--- src/rtl/fast_pack_pkg.sv ---
// Shared types and helpers for the FIFO width packer.
package fast_pack_pkg;

    typedef enum logic {
        FILL = 1'b0,
        HOLD = 1'b1
    } state_t;

    localparam int unsigned MAX_RATIO = 16;
    localparam int unsigned IDX_W     = 4;

    // Width needed to hold a word count in 0..ratio.
    function automatic int unsigned cw_for(input int unsigned ratio);
        return $clog2(ratio + 1);
    endfunction

    function automatic logic [MAX_RATIO-1:0] lane_mask(input logic [IDX_W-1:0] idx);
        return MAX_RATIO'(1) << idx;
    endfunction

endpackage

--- src/rtl/pack_lane_reg.sv ---
// One WIDTH-bit accumulator lane; load has priority over clear.
module pack_lane_reg #(
    parameter int unsigned WIDTH = 8
) (
    input  logic             i_clk,
    input  logic             i_rst,
    input  logic             i_load,
    input  logic             i_clr,
    input  logic [WIDTH-1:0] i_d,
    output logic [WIDTH-1:0] o_q
);

    logic [WIDTH-1:0] r_q;

    always_ff @(posedge i_clk or negedge i_rst) begin
        if (!i_rst) begin
            r_q <= '0;
        end else if (i_load) begin
            r_q <= i_d;
        end else if (i_clr) begin
            r_q <= '0;
        end
    end

    assign o_q = r_q;

endmodule

--- src/rtl/fifo_width_packer.sv ---
// Drains a first-word-fall-through FIFO and packs RATIO words per output beat,
// with flush of a partial beat and full throughput under continuous out_ready.
module fifo_width_packer
    import fast_pack_pkg::*;
#(
    parameter int unsigned WIDTH = 8,
    parameter int unsigned RATIO = 4,
    parameter int unsigned CW    = cw_for(RATIO)
) (
    input  logic                   i_clk,
    input  logic                   i_rst,
    input  logic                   i_fifo_empty,
    input  logic [WIDTH-1:0]       i_fifo_data,
    output logic                   o_fifo_pop,
    input  logic                   i_flush,
    output logic                   o_out_valid,
    input  logic                   i_out_ready,
    output logic [WIDTH*RATIO-1:0] o_out_data,
    output logic [CW-1:0]          o_out_count
);

    localparam int unsigned IW   = $clog2(RATIO);
    localparam int unsigned LAST = RATIO - 1;

    state_t                 r_state;
    state_t                 w_state_nxt;
    logic [IW-1:0]          r_idx;
    logic [IW-1:0]          w_idx_nxt;
    logic [CW-1:0]          r_count;
    logic [CW-1:0]          w_count_nxt;
    logic                   r_valid;
    logic                   w_valid_nxt;
    logic                   w_pop;
    logic                   w_clr;
    logic [RATIO-1:0]       w_load;
    logic [RATIO-1:0]       w_mask_idx;
    logic [RATIO-1:0]       w_mask_zero;
    logic [WIDTH*RATIO-1:0] w_acc;

    assign w_mask_idx  = RATIO'(lane_mask(IDX_W'(r_idx)));
    assign w_mask_zero = RATIO'(lane_mask(IDX_W'(0)));

    // Pop only with data present, never in reset, and in HOLD only when the beat leaves.
    assign w_pop = i_rst & ~i_fifo_empty & ((r_state == FILL) | i_out_ready);

    always_ff @(posedge i_clk or negedge i_rst) begin
        if (!i_rst) begin
            r_state <= FILL;
        end else begin
            r_state <= w_state_nxt;
        end
    end

    always_comb begin
        w_state_nxt = r_state;
        w_idx_nxt   = r_idx;
        w_count_nxt = r_count;
        w_valid_nxt = r_valid;
        w_load      = '0;
        w_clr       = 1'b0;
        case (r_state)
            FILL: begin
                if (w_pop) begin
                    w_load = w_mask_idx;
                    if ((r_idx == IW'(LAST)) || i_flush) begin
                        w_state_nxt = HOLD;
                        w_valid_nxt = 1'b1;
                        w_count_nxt = CW'(r_idx) + CW'(1);
                        w_idx_nxt   = '0;
                    end else begin
                        w_idx_nxt = r_idx + IW'(1);
                    end
                end else if (i_flush && (r_idx != '0)) begin
                    w_state_nxt = HOLD;
                    w_valid_nxt = 1'b1;
                    w_count_nxt = CW'(r_idx);
                    w_idx_nxt   = '0;
                end
            end
            HOLD: begin
                // Beat leaves; a same-cycle pop restarts the next beat at lane 0.
                if (i_out_ready) begin
                    w_state_nxt = FILL;
                    w_valid_nxt = 1'b0;
                    w_count_nxt = '0;
                    w_clr       = 1'b1;
                    if (w_pop) begin
                        w_load    = w_mask_zero;
                        w_idx_nxt = IW'(1);
                    end else begin
                        w_idx_nxt = '0;
                    end
                end
            end
            default: begin
                w_state_nxt = FILL;
            end
        endcase
    end

    always_ff @(posedge i_clk or negedge i_rst) begin
        if (!i_rst) begin
            r_idx   <= '0;
            r_count <= '0;
            r_valid <= 1'b0;
        end else begin
            r_idx   <= w_idx_nxt;
            r_count <= w_count_nxt;
            r_valid <= w_valid_nxt;
        end
    end

    for (genvar g = 0; g < int'(RATIO); g++) begin : g_lane
        pack_lane_reg #(
            .WIDTH(WIDTH)
        ) u_lane (
            .i_clk (i_clk),
            .i_rst (i_rst),
            .i_load(w_load[g]),
            .i_clr (w_clr),
            .i_d   (i_fifo_data),
            .o_q   (w_acc[g*WIDTH +: WIDTH])
        );
    end

    assign o_fifo_pop  = w_pop;
    assign o_out_valid = r_valid;
    assign o_out_data  = w_acc;
    assign o_out_count = r_count;

endmodule
--- config.mk ---
export PLATFORM = sky130hd
export DESIGN_NAME = fifo_width_packer
export DESIGN_NICKNAME = d
export VERILOG_FILES = /design/src/rtl/fast_pack_pkg.sv /design/src/rtl/pack_lane_reg.sv /design/src/rtl/fifo_width_packer.sv
export SDC_FILE = /design/constraint.sdc
export NUM_CORES = 1
export LEC_CHECK = 0
export ABC_AREA = 1
export CAP_MARGIN = 20
export CORE_MARGIN = 3
export CORE_UTILIZATION = 55
export DETAILED_ROUTE_END_ITERATION = 6
export DONT_BUFFER_PORTS = 1
export PLACE_DENSITY_LB_ADDON = 0.12
export SETUP_SLACK_MARGIN = 0.1
export SLEW_MARGIN = 40
export SYNTH_ARGS = -nofsm -noshare
export SYNTH_HDL_FRONTEND = slang
export SYNTH_HIERARCHICAL = 1
export SYNTH_SLANG_ARGS = --single-unit
--- constraint.sdc ---
create_clock -name i_clk -period 1.5 [get_ports i_clk]
set_clock_uncertainty 0.15 [all_clocks]
set_input_delay 0.15 -clock i_clk [delete_from_list [all_inputs] [get_ports i_clk]]
set_output_delay 0.15 -clock i_clk [all_outputs]
set_load 0.02 [all_outputs]
==> summary.txt <==
STA
  • Hold WS: -516 ps
  • RSZ-0062 raised after global routing: yes
  • Final setup fails: 5
  • F_max: 0.657 GHz
  • Final period util: 1.01
  • Final hold vios: 40
  • Tmin final: 1520 ps
  • Worst Max-Slew Pin Slew: 295 ps
  • Setup WS post-layout: -21.2 ps
  • Max-slew violations: 0
  • Slew HR: 0.803

Job
  • MaxCap Viol Count: 0

Detailed routing
  • Met2 WL post-DR: 2.18 mm
  • DRT Pass-1 Iters: 4
  • # DRC: 0
  • WL/cell: 15.7 µm
  • Via density: 5.17
  • Wl on met1: 1.85 mm
  • Top Layer Used: met4
  • DR iter-0 viols: 119
  • Met3 routed wirelength: 382 µm
  • Detailed Route WL: 4.44 mm
  • Total number of vias: 1459
  • DRT antenna net count: 0

Logic synthesis
  • Most common cell in the netlist: nand2_1
  • Synth cell count leaders: nand2_1 (109), dfrtp_1 (39), inv_1 (12)
  • Dominant cell type by area after synthesis: dfrtp_1
  • Post-Synth Adder-Cell Area: 0.0283
  • Largest cells by area after synthesis: dfrtp_1 (55%), nand2_1 (23%), nor2_8 (4.5%)
  • Mux share of post-synthesis cell area: 0
  • Syn Area/Cell: 8.98 µm²
  • Ys async rst share: 1.00
  • Number of synthesized flops with an enable pin: 0
  • Syn nets: 214
  • FF+latch count, synth: 39
  • Compound-gate portion of the synthesized area: 0.0297
  • Synth Flop Type: dfrtp_1
  • Post-Synth Simple-Gate Area: 0.337
  • Number of distinct library cells after synthesis: 20
  • Seq/Total Area, Yosys: 0.552
  • Yosys top cell area share: 0.552
  • Mapped Area: 1770 µm²
  • Synth Area in XOR/XNOR: 0
  • Main combinational cell family by area after synthesis: simple AND/OR/NAND/NOR gates
  • Ys Warns: 6
  • Synthesized instance count: 197

Floorplanning
  • Row count: 19
  • Core area: 2900 µm²
  • Starting density of the core: 0.610
  • Die width: 62.7 µm
  • Die Ht: 62.7 µm
  • Num ports: 50
  • Die area: 3930 µm²

Critical path
  • Worst reg-to-reg setup slack: -20 ps
  • Critical Path Source Type: flop
  • CP Buf/Inv Count: 4
  • Setup crit end kind: flop
  • Reg2reg start: r_idx[1]$_DFFE_PN0P_
  • Worst Reg-to-Reg Cells: 9
  • Crit Path Max Fanout: 8
  • Critical-path top delay cell: dfrtp_1
  • Worst path max stage delay: 420 ps
  • Reg-to-reg critical path endpoint: g_lane[1].u_lane/o_q[4]$_DFFE_PN0P_
  • CP Cell Sequence: inv_2, buf_6, ha_4, inv_4, nor2_4, buf_6, nor2_8, nand2_1, nand2_1
  • Crit path required time: 1640 ps
  • Crit path kind: flop to flop
  • CP Data Arrival Time: 1660 ps
  • Kind of cell adding the most delay to the critical path: flip-flops

Clocking
  • CTS Buffer Depth: 2
  • Clock insertion delay at the later pin of the skew report: 340 ps
  • H-tree levels: 2
  • Num CTS Buffers: 5
  • CTS tree: done
  • Clock-pin slew on the worst setup and hold paths: 110 ps
  • Root Buffer: clkbuf_4
  • Hold_buf cts: 11
  • CTS sink cnt: 39

Placement
  • Post-place instance area: 1920 µm²
  • Gpl congestion: 0.832
  • Post-Place Setup Slack: -334 ps
  • Final HPWL DP: 2.84 mm
  • Post-Place Cells: 251
  • I/O Buffers: 0

GRT
  • Largest net degree at the start of global routing: 42
  • Total grt overflow: 0
  • Antenna violations before repair: 0
  • Total GRT Usage: 0.241
  • First-pass GRT wire length: 7.36 mm
  • Number of global-route vias before repair: 1527

Outcome
  • Outcome: finished with violations
  • Failing checks: hold timing, setup timing

Final layout
  • Post-Layout Cell Count: 282
  • Syn-to-layout area delta: 33.9%
  • Design Area, Final: 2370 µm²
  • N_diodes: 0
  • Fraction of layout cells with a size suffix above 1: 0.325
  • FILL cells: 197
  • Nets@finish: 256

Hold path
  • Worst hold path class: input pin to async pin

Power
  • VDD IR max: 1.23 mV
  • Lkg Pwr: 0.00124 µW
  • Pwr per Cell Area: 1620 nW/µm²
  • Total power: 3830 µW
[final cells by class]
class | count | area [µm²] | share of cell area
inverter | 13 | 57.6 | 0.0243
multi-input combinational | 141 | 852 | 0.360
sequential | 39 | 977 | 0.412
clock inverter | 1 | 5.00 | 0.00211
tap | 42 | 52.6 | 0.0222
timing repair buffer | 39 | 380 | 0.161
clock buffer | 7 | 45.0 | 0.0190
[cells by family after synthesis]
family | after synthesis
AND/OR/NAND/NOR | 128
buffers and inverters | 17
flip-flops | 39
adder cells (fa/ha/maj) | 4
AO/OA/AOI/OAI | 9
[metrics by stage]
| stage | util | TNS (ps) |
|---|---|---|
| after detailed placement | 0.664 | -4520 |
| after floorplan | - | 0 |
| final | 0.817 | -53.0 |
| after global placement | 0.664 | -3050 |
| after global routing | 0.817 | -1190 |
| after CTS | 0.796 | -7.04 |
[layer usage]
layer	GRT usage	up-vias
met5	0	-
li1	-	689
met3	0.0917	3
met1	0.296	709
met4	0.0606	0
met2	0.398	58
[worst max-delay path by stage]
stage | cells after the start | to | from
after global placement | 7 | g_lane[0].u_lane/o_q[1]$_DFFE_PN0P_ | r_idx[1]$_DFFE_PN0P_
after detailed placement | 7 | g_lane[0].u_lane/o_q[2]$_DFFE_PN0P_ | r_idx[1]$_DFFE_PN0P_
after floorplan | 5 | g_lane[0].u_lane/o_q[0]$_DFFE_PN0P_ | r_state$_DFF_PN0_
final | 9 | g_lane[1].u_lane/o_q[4]$_DFFE_PN0P_ | r_idx[1]$_DFFE_PN0P_
after global routing | 9 | g_lane[1].u_lane/o_q[2]$_DFFE_PN0P_ | r_idx[1]$_DFFE_PN0P_
after CTS | 5 | o_fifo_pop | r_state$_DFF_PN0_
[power by group]
part | switching [µW] | internal [µW] | total, µW
Sequential | 553 | 1330 | 1880
Clock | 329 | 183 | 512
Combinational | 788 | 649 | 1440
Total | 1670 | 2160 | 3830
[worst reg2reg max path: stages (launching register included)]
cell and delay [ps]:
dfrtp_1 420, inv_2 80, buf_6 130, ha_4 150, inv_4 50, nor2_4 30
buf_6 130, nor2_8 180, nand2_1 80, nand2_1 60
[state kept, by name, summed over array words and instances, names as in the netlist]
register and flops:
g_lane.u_lane/o_q 32, o_out_count 3, r_state 1, r_idx 2, o_out_valid 1
[timing repair]
item	4_1_cts	5_1_grt
setup buffers	7	3
endpoints found under the setup margin	39	40
hold endpoints to repair	78	39
cloned	2	0
gates resized for setup	41	10
pin swaps	13	6
[placed cells by master, fill, tap and decap left out]
cell type / instances
dfrtp_1: 38
nand2_8: 1
buf_4: 16
inv_2: 4
clkinvlp_4: 1
o21ai_2: 3
nand2_4: 3
o21ai_1: 4
nand3_1: 1
dfrtp_2: 1
buf_6: 8
nand3_4: 3
a21oi_1: 1
buf_2: 2
clkinv_2: 1
nor2_2: 1
ha_2: 1
nor2_4: 6
nor2_8: 4
dlygate4sd3_1: 10
inv_4: 2
nand2_1: 98
clkbuf_1: 2
ha_4: 3
clkbuf_4: 5
inv_1: 6
buf_12: 3
nand4_1: 1
o21ai_0: 1
nor3_2: 1
nand2_2: 9
(Power assumes the default switching activity.)
==> edit, RTL diff (config.mk and constraints unchanged) <==
`WIDTH` is set to 8 in 2 places; all go to 10.
--- a/src/rtl/pack_lane_reg.sv
+++ b/src/rtl/pack_lane_reg.sv
@@ -1,5 +1,5 @@
 // One WIDTH-bit accumulator lane; load has priority over clear.
 module pack_lane_reg #(
-    parameter int unsigned WIDTH = 8
+    parameter int unsigned WIDTH = 10
 ) (
     input  logic             i_clk,
--- a/src/rtl/fifo_width_packer.sv
+++ b/src/rtl/fifo_width_packer.sv
@@ -4,5 +4,5 @@
     import fast_pack_pkg::*;
 #(
-    parameter int unsigned WIDTH = 8,
+    parameter int unsigned WIDTH = 10,
     parameter int unsigned RATIO = 4,
     parameter int unsigned CW    = cw_for(RATIO)
Interface: changed (resized i_fifo_data and o_out_data); port bits go from 50 to 60. The function was not compared with the original's and may differ.
==> edit against the original RTL <==
The run still ends with negative hold slack, negative setup slack left. Setup slack lost 0.029 ns. Clock power grew 24%. Sequential share of layout area grew 3.1 points. Total power grew 13%. Design area grew 12%. Sequential cell count grew 8. Die area grew 12%. Wire length grew 32%. Area after synthesis grew 14%. Critical path type is now input port to flip-flop. Largest cell class unchanged. Highest routed layer unchanged.
==> edit: results (changes against the original RTL) <==
- Crit path to: g_lane[0].u_lane/o_q[9]
- Later-pin clock latency in the skew report: 0.35 ns
- First-pass GRT wire length: 9.16 mm (+24%)
- M1 GR Usage: 35.9% (+6.2 points)
- 1st-iter DRT viols: 197 (+66%)
- Syn Nets: 248 (+16%)
- Async set-reset flop share out of synthesis: 100% (unchanged)
- Mean routed wirelength per cell: 18.3 µm (+16%)
- Pin count of the biggest net entering global routing: 52 (+24%)
- Critical path launch point: i_rst
- Leak: 0.00139 µW (+12%)
- Clk pin slew, worst setup/hold paths: 0.14 ns (+0.03 ns)
- FF+latch area: 1180 µm² (+20%)
- GR Util met2: 45.6% (+5.8 points)
- Max H-tree Level: 2 (unchanged)
- Total number of vias: 1790 (+23%)
- Ranking of synthesized cells by area: dfrtp_1 59%, nand2_1 25%, ha_1 2.5%
- Worst path slowest cell: dlygate4sd3_1
- Largest register FFs: 40 (+25%)
- CP arrival: 1.71 ns (+0.05 ns)
- Worst vdd ir: 0.000760 V (-38%)
- Final setup vio count: 21 (+16)
- Post-DP HPWL: 3.50 mm (+23%)
- Placed Area: 2120 µm² (+10%)
- WHS: -0.697 ns (-0.182 ns)
- Switch share: 44.0% (+0.41 points)
- Worst Reg2Reg Path Length in Cells: 6 (-3)
- Fraction of layout cells with a size suffix above 1: 31.1% (-1.4 points)
- CTS Hold Buffers Added: 14 (+3)
- Signal buf overhead: 13.6% (-2.4 points)
- Buffers, non-clock: 36 (-7.7%)
- Rel. slew slack: 79.6% (-0.76 points)
- Clock power frac: 14.6% (+1.2 points)
- Fin area: 2660 µm² (+12%)
- GR Util met3: 8.67% (-0.50 points)
- Detail Route Antenna Nets: 0 (unchanged)
- Critical path's largest stage delay: 0.68 ns (+0.26 ns)
- Multi-input combinational area share: 35.4% (-0.56 points)
- Hold Vio Cnt, Final: 49 (+23%)
- CP top delay family: buffers and inverters
- Final WS setup: -0.0497 ns (-0.0285 ns)
- Post-synth cell types: 20 (unchanged)
- RR Endpoint: g_lane[3].u_lane/o_q[4]
- R2R Setup Slk: -0.04 ns (-0.02 ns)
- ClkCell Share: 2.40% (+0.29 points)
- GRT Total Usage: 28.1% (+4.0 points)
- Commonest cells in the netlist: 133 x nand2_1, 47 x dfrtp_1, 12 x inv_1
- Status: finished with violations
- Yosys reg bits: 47 (+21%)
- RD Place Congestion: 0.813 (-2.3%)
- CP Max Fanout: 51 (+43)
- Violated checks: negative hold slack, negative setup slack
- Fill count: 221 (+12%)
- CTS resizes: 33 (-20%)
- Comb_multi_in: 169 (+20%)
- Power share of the combinational group: 33.0% (-4.5 points)
- Seq/Total Area, Yosys: 58.5% (+3.4 points)
- Nets: 291 (+14%)
## edit: cell count changes after synthesis
cell     before  now
nand2_1     109  133
dfrtp_1      39   47
buf_4         0    4
buf_6         4    0
nor2_4        0    4
nor2_8        4    0
## edit: layer usage
metal	vias up	part of all wire, %
li1	790	-
met1	899	40
met2	87	50
met3	14	8.0
met4	0	2.0
met5	-	0
## edit: through the flow
step	util (%)	setup slack, ns	TNS, ns	total power [µW]	std cells
global route	77.7	-0.101	-2.49	4580	319
finish	77.7	-0.0497	-0.441	4350	319
floorplan	-	0.100	0	2860	229
detailed placement	62.1	-0.0591	-0.741	3180	281
global placement	62.1	-0.0414	-0.459	3130	281
CTS	73.8	0.0129	0	4120	315
## edit: logic make-up after synthesis
family	Yosys count	share of synthesized area, %
buffers and inverters	17	3.92
adder cells (fa/ha/maj)	4	2.49
AND/OR/NAND/NOR	152	32.4
flip-flops	47	58.5
AO/OA/AOI/OAI	9	2.61
